File: config.mk
export PLATFORM = sky130hd
export DESIGN_NAME = iram_port_arbiter
export DESIGN_NICKNAME = d
export VERILOG_FILES = /design/src/rtl/iram_port_arbiter.sv
export SDC_FILE = /design/constraint.sdc
export NUM_CORES = 1
export LEC_CHECK = 0
export CAP_MARGIN = 20
export CORE_MARGIN = 2
export CORE_UTILIZATION = 35
export CTS_BUF_LIST = sky130_fd_sc_hd__clkbuf_16
export DETAILED_ROUTE_END_ITERATION = 8
export PLACE_DENSITY = 0.66
export REMOVE_ABC_BUFFERS = 1
export SLEW_MARGIN = 20
export SYNTH_ARGS = -nofsm -noshare
export SYNTH_HDL_FRONTEND = slang
export SYNTH_SLANG_ARGS = --single-unit
File: constraint.sdc
create_clock -name clk -period 1.7 [get_ports clk]
set_input_delay 0.34 -clock clk [delete_from_list [all_inputs] [get_ports clk]]
set_output_delay 0.34 -clock clk [all_outputs]
set_load 0.005 [all_outputs]
File: src/rtl/iram_port_arbiter.sv
// rtl/iram_port_arbiter.sv - single-port iRAM arbiter for loader writes, CPU fetch and debug readback
module iram_port_arbiter #(
    parameter int ADDR_W       = 8,
    parameter int DATA_W       = 24,
    parameter int STARVE_LIMIT = 15
) (
    input  logic              clk,
    input  logic              rst,
    input  logic              cpu_paused,
    input  logic              ld_wr_req,
    input  logic [ADDR_W-1:0] ld_addr,
    input  logic [DATA_W-1:0] ld_data,
    output logic              ld_ack,
    input  logic              cpu_rd_req,
    input  logic [ADDR_W-1:0] cpu_rd_addr,
    output logic [DATA_W-1:0] cpu_rd_data,
    output logic              cpu_rd_valid,
    input  logic              dbg_rd_req,
    input  logic [ADDR_W-1:0] dbg_addr,
    output logic [DATA_W-1:0] dbg_rd_data,
    output logic              dbg_ack,
    output logic              wr_blocked,
    output logic              ram_en,
    output logic              ram_we,
    output logic [ADDR_W-1:0] ram_addr,
    output logic [DATA_W-1:0] ram_wdata,
    input  logic [DATA_W-1:0] ram_rdata
);

    typedef enum logic [1:0] {IDLE, ACCESS, CAPTURE, HOLD} state_t;
    typedef enum logic [1:0] {OWN_LD, OWN_CPU, OWN_DBG} owner_t;

    state_t            state, state_nxt;
    owner_t            owner, owner_nxt;
    logic [3:0]        starve_cnt, starve_nxt;
    logic              ld_ack_nxt, cpu_rd_valid_nxt, dbg_ack_nxt, wr_blocked_nxt;
    logic              ram_en_nxt, ram_we_nxt;
    logic [ADDR_W-1:0] ram_addr_nxt;
    logic [DATA_W-1:0] ram_wdata_nxt, cpu_rd_data_nxt, dbg_rd_data_nxt;
    logic              starved;

    assign starved = (starve_cnt == 4'(STARVE_LIMIT));

    // Next-state, arbitration and registered-output values; RAM strobes and CPU valid default low
    always_comb begin
        state_nxt        = state;
        owner_nxt        = owner;
        starve_nxt       = starve_cnt;
        ld_ack_nxt       = ld_ack;
        dbg_ack_nxt      = dbg_ack;
        cpu_rd_valid_nxt = 1'b0;
        cpu_rd_data_nxt  = cpu_rd_data;
        dbg_rd_data_nxt  = dbg_rd_data;
        ram_en_nxt       = 1'b0;
        ram_we_nxt       = 1'b0;
        ram_addr_nxt     = ram_addr;
        ram_wdata_nxt    = ram_wdata;
        wr_blocked_nxt   = wr_blocked | (ld_wr_req & ~cpu_paused);

        if (!dbg_rd_req) begin
            starve_nxt = 4'd0;
        end

        case (state)
            IDLE: begin
                if (dbg_rd_req && starved) begin
                    owner_nxt    = OWN_DBG;
                    ram_en_nxt   = 1'b1;
                    ram_addr_nxt = dbg_addr;
                    starve_nxt   = 4'd0;
                    state_nxt    = ACCESS;
                end else if (ld_wr_req && cpu_paused) begin
                    owner_nxt     = OWN_LD;
                    ram_en_nxt    = 1'b1;
                    ram_we_nxt    = 1'b1;
                    ram_addr_nxt  = ld_addr;
                    ram_wdata_nxt = ld_data;
                    state_nxt     = ACCESS;
                end else if (cpu_rd_req) begin
                    owner_nxt    = OWN_CPU;
                    ram_en_nxt   = 1'b1;
                    ram_addr_nxt = cpu_rd_addr;
                    state_nxt    = ACCESS;
                end else if (dbg_rd_req) begin
                    owner_nxt    = OWN_DBG;
                    ram_en_nxt   = 1'b1;
                    ram_addr_nxt = dbg_addr;
                    starve_nxt   = 4'd0;
                    state_nxt    = ACCESS;
                end
                // Debug lost to a higher-priority requester this edge
                if (dbg_rd_req && !starved && ((ld_wr_req && cpu_paused) || cpu_rd_req)) begin
                    if (starve_cnt != 4'hF) begin
                        starve_nxt = starve_cnt + 4'd1;
                    end
                end
            end
            ACCESS: begin
                if (owner == OWN_LD) begin
                    ld_ack_nxt = 1'b1;
                    state_nxt  = HOLD;
                end else begin
                    state_nxt = CAPTURE;
                end
            end
            CAPTURE: begin
                if (owner == OWN_CPU) begin
                    cpu_rd_data_nxt  = ram_rdata;
                    cpu_rd_valid_nxt = 1'b1;
                    state_nxt        = IDLE;
                end else begin
                    dbg_rd_data_nxt = ram_rdata;
                    dbg_ack_nxt     = 1'b1;
                    state_nxt       = HOLD;
                end
            end
            HOLD: begin
                if (owner == OWN_LD && !ld_wr_req) begin
                    ld_ack_nxt = 1'b0;
                    state_nxt  = IDLE;
                end else if (owner == OWN_DBG && !dbg_rd_req) begin
                    dbg_ack_nxt = 1'b0;
                    state_nxt   = IDLE;
                end
            end
            default: state_nxt = IDLE;
        endcase
    end

    // State and output registers; reset drops any in-flight access silently
    always_ff @(posedge clk) begin
        if (!rst) begin
            state        <= IDLE;
            owner        <= OWN_LD;
            starve_cnt   <= 4'd0;
            ld_ack       <= 1'b0;
            cpu_rd_data  <= '0;
            cpu_rd_valid <= 1'b0;
            dbg_rd_data  <= '0;
            dbg_ack      <= 1'b0;
            wr_blocked   <= 1'b0;
            ram_en       <= 1'b0;
            ram_we       <= 1'b0;
            ram_addr     <= '0;
            ram_wdata    <= '0;
        end else begin
            state        <= state_nxt;
            owner        <= owner_nxt;
            starve_cnt   <= starve_nxt;
            ld_ack       <= ld_ack_nxt;
            cpu_rd_data  <= cpu_rd_data_nxt;
            cpu_rd_valid <= cpu_rd_valid_nxt;
            dbg_rd_data  <= dbg_rd_data_nxt;
            dbg_ack      <= dbg_ack_nxt;
            wr_blocked   <= wr_blocked_nxt;
            ram_en       <= ram_en_nxt;
            ram_we       <= ram_we_nxt;
            ram_addr     <= ram_addr_nxt;
            ram_wdata    <= ram_wdata_nxt;
        end
    end

endmodule

======== Word level (Yosys, flattened, before mapping) ========
Cells that the tools add are included.
storage, ports and cells
  output and inout bits ................... 86
  flip-flop bits (word level) ............. 94
  input bits .............................. 78
  logic and storage cells ................. 98
operators by class
  equality and inequality tests ........... 14
  multiplexer cells ....................... 38
  add/sub/neg operators ................... 1
  reductions and logical operators ........ 25
  bitwise gates (word level) .............. 7
operators with widths
  cell                 count
  $mux 4               8
  $mux 8               4
  $mux 2               11
  $mux 1               12
  $reduce_and 2->1     6
  $ne 2x2->1 const B   5
  $pmux 2 s4           1
  $eq 2x2->1 const B   3
  $logic_and 1x1->1    6
  $reduce_and 3->1     2
  $ne 5x5->1 const B   1
  $not 1->1            5
  $add 4x1->4 const B  1
  $eq 2x1->1 const B   2
  $eq 4x4->1 const B   1
  $logic_not 2->1      2
  $ne 4x4->1 const B   1
  $pmux 1 s2           2
  $reduce_and 4->1     1
  $reduce_bool 2->1    2
  $reduce_bool 4->1    1
  $logic_not 1->1      3
  $ne 3x3->1 const B   1
  $reduce_or 3->1      1
  other kinds (3)      3

======== Logic depth before layout (Yosys ltp) ========
  depth in word-level cells ............... 8
  gate-level depth with buffers ........... 6
  gate-level depth less buffers ........... 5

======== Least setup slack after synthesis ========
No wires, ideal clock.
  path kind ............................... register to register
  start point ............................. register starve_cnt[0]
  end point ............................... register ram_wdata[23]
  data arrival time ....................... 1.388 ns
  required time ........................... 1.634 ns
  clock period less this slack ............ 1.454 ns
  buffers on the path ..................... 1
  library setup time ...................... 0.066 ns
  cell stages (with the launch flop) ...... 7
  setup slack ............................. 0.246 ns
  cell sequence ........................... dfxtp_1 ha_1 nand4_1 nand3_1 clkbuf_1 nand2_1 a21boi_2
on the way
  cells in the longest elaborated chain, start to end .. 4
RTL lines
  element                     RTL line  source
  start: declaration          35        logic [3:0] starve_cnt, starve_nxt;
  start signal: assignment    149       starve_cnt <= starve_nxt;
  $eq 4x4->1                  42        assign starved = (starve_cnt == 4'(STARVE_LIMIT));
  $logic_and 1x1->1           66        if (dbg_rd_req && starved) begin
  $not 1->1 (no line)         n/a
  $reduce_and 3->1 (no line)  n/a
  end signal: assignment      159       ram_wdata <= ram_wdata_nxt;
  end: declaration            26        output logic [DATA_W-1:0] ram_wdata,
No other way between the ends.
A chain may end at the register's enable or synchronous reset.

======== Worst setup path in the final report ========
  start point ............................. register starve_cnt[0]
  end point ............................... register ram_wdata[2]
The elaborated chain is that of the path after synthesis.

==> impl_metrics.py <==
metrics = {
    "sta": {
        "post-route-worst-setup-slack_ns": 0.121,
        "timing_max_transition_violations_final": 0,
        "rsz0062_at_grt": "no",
        "slew-limit-headroom_pct": 71.0,
        "min_period_over_period_pct": 92.9,
        "timing_hold_violations_final": 0,
        "max_freq_mhz": 633,
        "post-route-min-period_ns": 1.58,
        "worstMarginPinSlew_ns": 0.435,
        "finalClockSkew_ns": 0.00321,
        "timing.final.setup_violations": 0,
    },
    "critical_path": {
        "worstPathMaxFanout": 24,
        "r2r_path_start": "starve_cnt[0]",
        "crit_arrival_ns": 1.84,
        "setup.worst_path.start_class": "flop",
        "r2r_setup_slack_ns": 0.12,
        "worst-r2r-cell-count": 6,
        "critPathLaunch": "starve_cnt[0]",
        "required_ns": 1.96,
        "end_kind": "flop",
        "path_class": "reg2reg",
    },
    "final_layout": {
        "multiInputGateArea_sq_um": 1890,
        "final_cell_mix": "162 x sky130_fd_sc_hd__clkdlybuf4s50_1, 161 x sky130_fd_sc_hd__nand2_1, 94 x sky130_fd_sc_hd__dfxtp_1",
        "final_nets": 709,
        "antenna_cells_inserted": 0,
        "regArea_sq_um": 1880,
        "mostFrequentLayoutCell": "sky130_fd_sc_hd__clkdlybuf4s50_1",
        "area_growth_syn_to_layout_pct": 55.7,
        "fillCellCount": 1030,
        "layout-drive-gt1-share_pct": 11.0,
    },
    "pwr": {
        "totalPowerFinal_mw": 5.64,
        "leakagePower_nw": 2.17,
        "p_per_cell_area_nw_per_um2": 921,
        "max-vdd-ir-drop_mv": 0.954,
    },
    "yosys": {
        "synthesis.area_per_instance_sq_um": 8.51,
        "prevailing_post_synth_register_cell": "sky130_fd_sc_hd__dfxtp_1",
        "ys_seq_area_share_pct": 47.8,
        "netlist_area_sq_um": 3930,
        "synthesis.yosys.warnings": 0,
        "synthArstFlopShare_pct": 0,
        "synthCells": 462,
        "synth.lib_cells_used.distinct": 44,
        "synth.ff_latch_count": 94,
        "number_of_flops_mapped_to_enable_cells_by_yosys": 0,
    },
    "routing": {
        "antenna_violation_net_count_after_detailed_routing": 0,
        "drcViolationCount": 0,
        "first_iter_violations": 147,
        "routed_via_density": 4.78,
        "number_of_iterations_in_the_first_detailed_routing_pass": 7,
        "detail_route.wirelength_um": 11100,
        "wl_per_cell_um": 14.3,
        "detailroute.via_count": 3703,
    },
    "clock_network": {
        "clk-insertion-delay-late_ns": 0.34,
        "cts_tree": "done",
        "postCtsHoldBufs": 0,
        "numCtsBuffers": 9,
        "cts_num_sinks": 94,
        "h-tree-depth": 3,
        "cts-root-buf": "sky130_fd_sc_hd__clkbuf_16",
        "clk_path_buf_depth": 2,
        "post-cts-setup-buffer-count": 0,
        "cts.repair.resized": 0,
        "clkSlewWorstSetupHoldPaths_ns": 0.06,
    },
    "global_route": {
        "globalRouteOverflowTotal": 0,
        "wire_length_of_the_first_global_routing_pass_um": 17000,
        "largest_net_degree_at_the_start_of_global_routing": 92,
        "grt_util_all_layers_pct": 18.2,
        "number_of_antenna_violations_at_the_first_check_in_global_routing": 0,
        "grt_pass1_vias": 3592,
    },
    "die": {
        "initial_core_util_pct": 36.1,
        "fp.dieH_um": 110,
        "pin_count": 164,
        "core_region_area_sq_um": 10900,
        "die_width_um": 110,
        "rows": 38,
        "die_area_sq_um": 12100,
    },
    "min_path": {
        "worst_hold_path.num_cells": 2,
        "holdCritStartpoint": "cpu_rd_data[2]",
        "min-delay-path-class": "reg2reg",
    },
    "placed_design": {
        "gpl.final_weighted_congestion": 0.835,
        "dpl.hpwl_um": 7860,
        "port_bufs": 163,
        "placement.setup.worst_slack_ns": -0.188,
    },
    "run_status": {
        "outcome": "finished, final reports clean",
    },
    "run": {
        "number_of_max_cap_violations": 0,
    },
}
==> worst paths after layout <==
| kind | end |
|---|---|
| max | ram_wdata[2] |
| max reg2reg | ram_wdata[2] |
| min | cpu_rd_data[2] |
| min reg2reg | cpu_rd_data[2] |
==> cell type report <==
class | instances | share of cell area, %
clock inverter | 7 | 0.695
timing repair buffer | 187 | 31.1
multi-input combinational | 336 | 30.8
inverter | 2 | 0.123
sequential | 94 | 30.7
clock buffer | 9 | 3.68
tap | 140 | 2.86
==> routing by layer <==
metal  routed length (um)  track usage [%]
met5                    0                0
met4                  147             5.88
met3                  566             4.41
met2                 5680             33.0
met1                 4700             20.8
==> flip-flops by register name, summed over array words and instances, names as in the netlist <==
signal,cells
state,2
ram_we,1
dbg_rd_data,24
owner,2
ram_addr,8
ld_ack,1
cpu_rd_valid,1
ram_en,1
cpu_rd_data,24
wr_blocked,1
ram_wdata,24
dbg_ack,1
starve_cnt,4
==> logic make-up after synthesis <==
logic type,synth area share (%)
AND/OR/NAND/NOR,24.7
flip-flops,47.8
buffers and inverters,4.23
adder cells (fa/ha/maj),0.318
AO/OA/AOI/OAI,22.6
multiplexers,0.254
==> metrics by stage <==
step                hold slack (ns)  setup TNS, ns  cells  area (sq um)  utilization (%)
floorplan                     0.449          -1.74    432          3770                -
global placement              0.439          -3.79    759          5860             53.8
detailed placement            0.447          -5.02    759          5860             53.8
CTS                           0.456              0    775          6120             56.3
global route                  0.477              0    775          6120             56.3
finish                        0.455              0    775          6120             56.3
==> critical path: stages, from the launching register on <==
cell	delay, ns
sky130_fd_sc_hd__dfxtp_1	0.33
sky130_fd_sc_hd__ha_1	0.25
sky130_fd_sc_hd__and4_1	0.28
sky130_fd_sc_hd__nor3_4	0.23
sky130_fd_sc_hd__buf_12	0.20
sky130_fd_sc_hd__nand2_1	0.07
sky130_fd_sc_hd__a21boi_0	0.14
==> cells in the mapped netlist (2+ instances only) <==
| library cell | count | area [sq um] |
|---|---|---|
| sky130_fd_sc_hd__a21o_1 | 2 | 15.0 |
| sky130_fd_sc_hd__nand2_2 | 2 | 12.5 |
| sky130_fd_sc_hd__o22a_1 | 2 | 17.5 |
| sky130_fd_sc_hd__nor2_1 | 9 | 33.8 |
| sky130_fd_sc_hd__nor3b_1 | 2 | 15.0 |
| sky130_fd_sc_hd__o21ai_0 | 2 | 10.0 |
| sky130_fd_sc_hd__inv_1 | 2 | 7.51 |
| sky130_fd_sc_hd__buf_1 | 2 | 7.51 |
| sky130_fd_sc_hd__nand3_1 | 21 | 105 |
| sky130_fd_sc_hd__buf_6 | 4 | 45.0 |
| sky130_fd_sc_hd__and3_1 | 2 | 12.5 |
| sky130_fd_sc_hd__a21boi_0 | 42 | 315 |
| sky130_fd_sc_hd__a21boi_1 | 11 | 82.6 |
| sky130_fd_sc_hd__a31oi_1 | 3 | 18.8 |
| sky130_fd_sc_hd__and2_1 | 2 | 12.5 |
| sky130_fd_sc_hd__a21oi_1 | 12 | 60.1 |
| sky130_fd_sc_hd__o221a_2 | 6 | 67.6 |
| sky130_fd_sc_hd__buf_2 | 13 | 65.1 |
| sky130_fd_sc_hd__o22ai_1 | 4 | 25.0 |
| sky130_fd_sc_hd__dfxtp_1 | 94 | 1880 |
| sky130_fd_sc_hd__clkbuf_1 | 11 | 41.3 |
| sky130_fd_sc_hd__a21boi_2 | 19 | 214 |
| sky130_fd_sc_hd__nand2_1 | 161 | 604 |
| sky130_fd_sc_hd__nand2b_1 | 8 | 50.1 |
| sky130_fd_sc_hd__nor2b_1 | 7 | 43.8 |
==> power breakdown <==
group / switching [mW] / total, mW / internal, mW
Clock: 0.833 / 1.81 / 0.980
Combinational: 0.570 / 1.34 / 0.775
Sequential: 0.102 / 2.48 / 2.38
Total: 1.50 / 5.64 / 4.14
No activity file was read; power rests on OpenSTA's default activity.
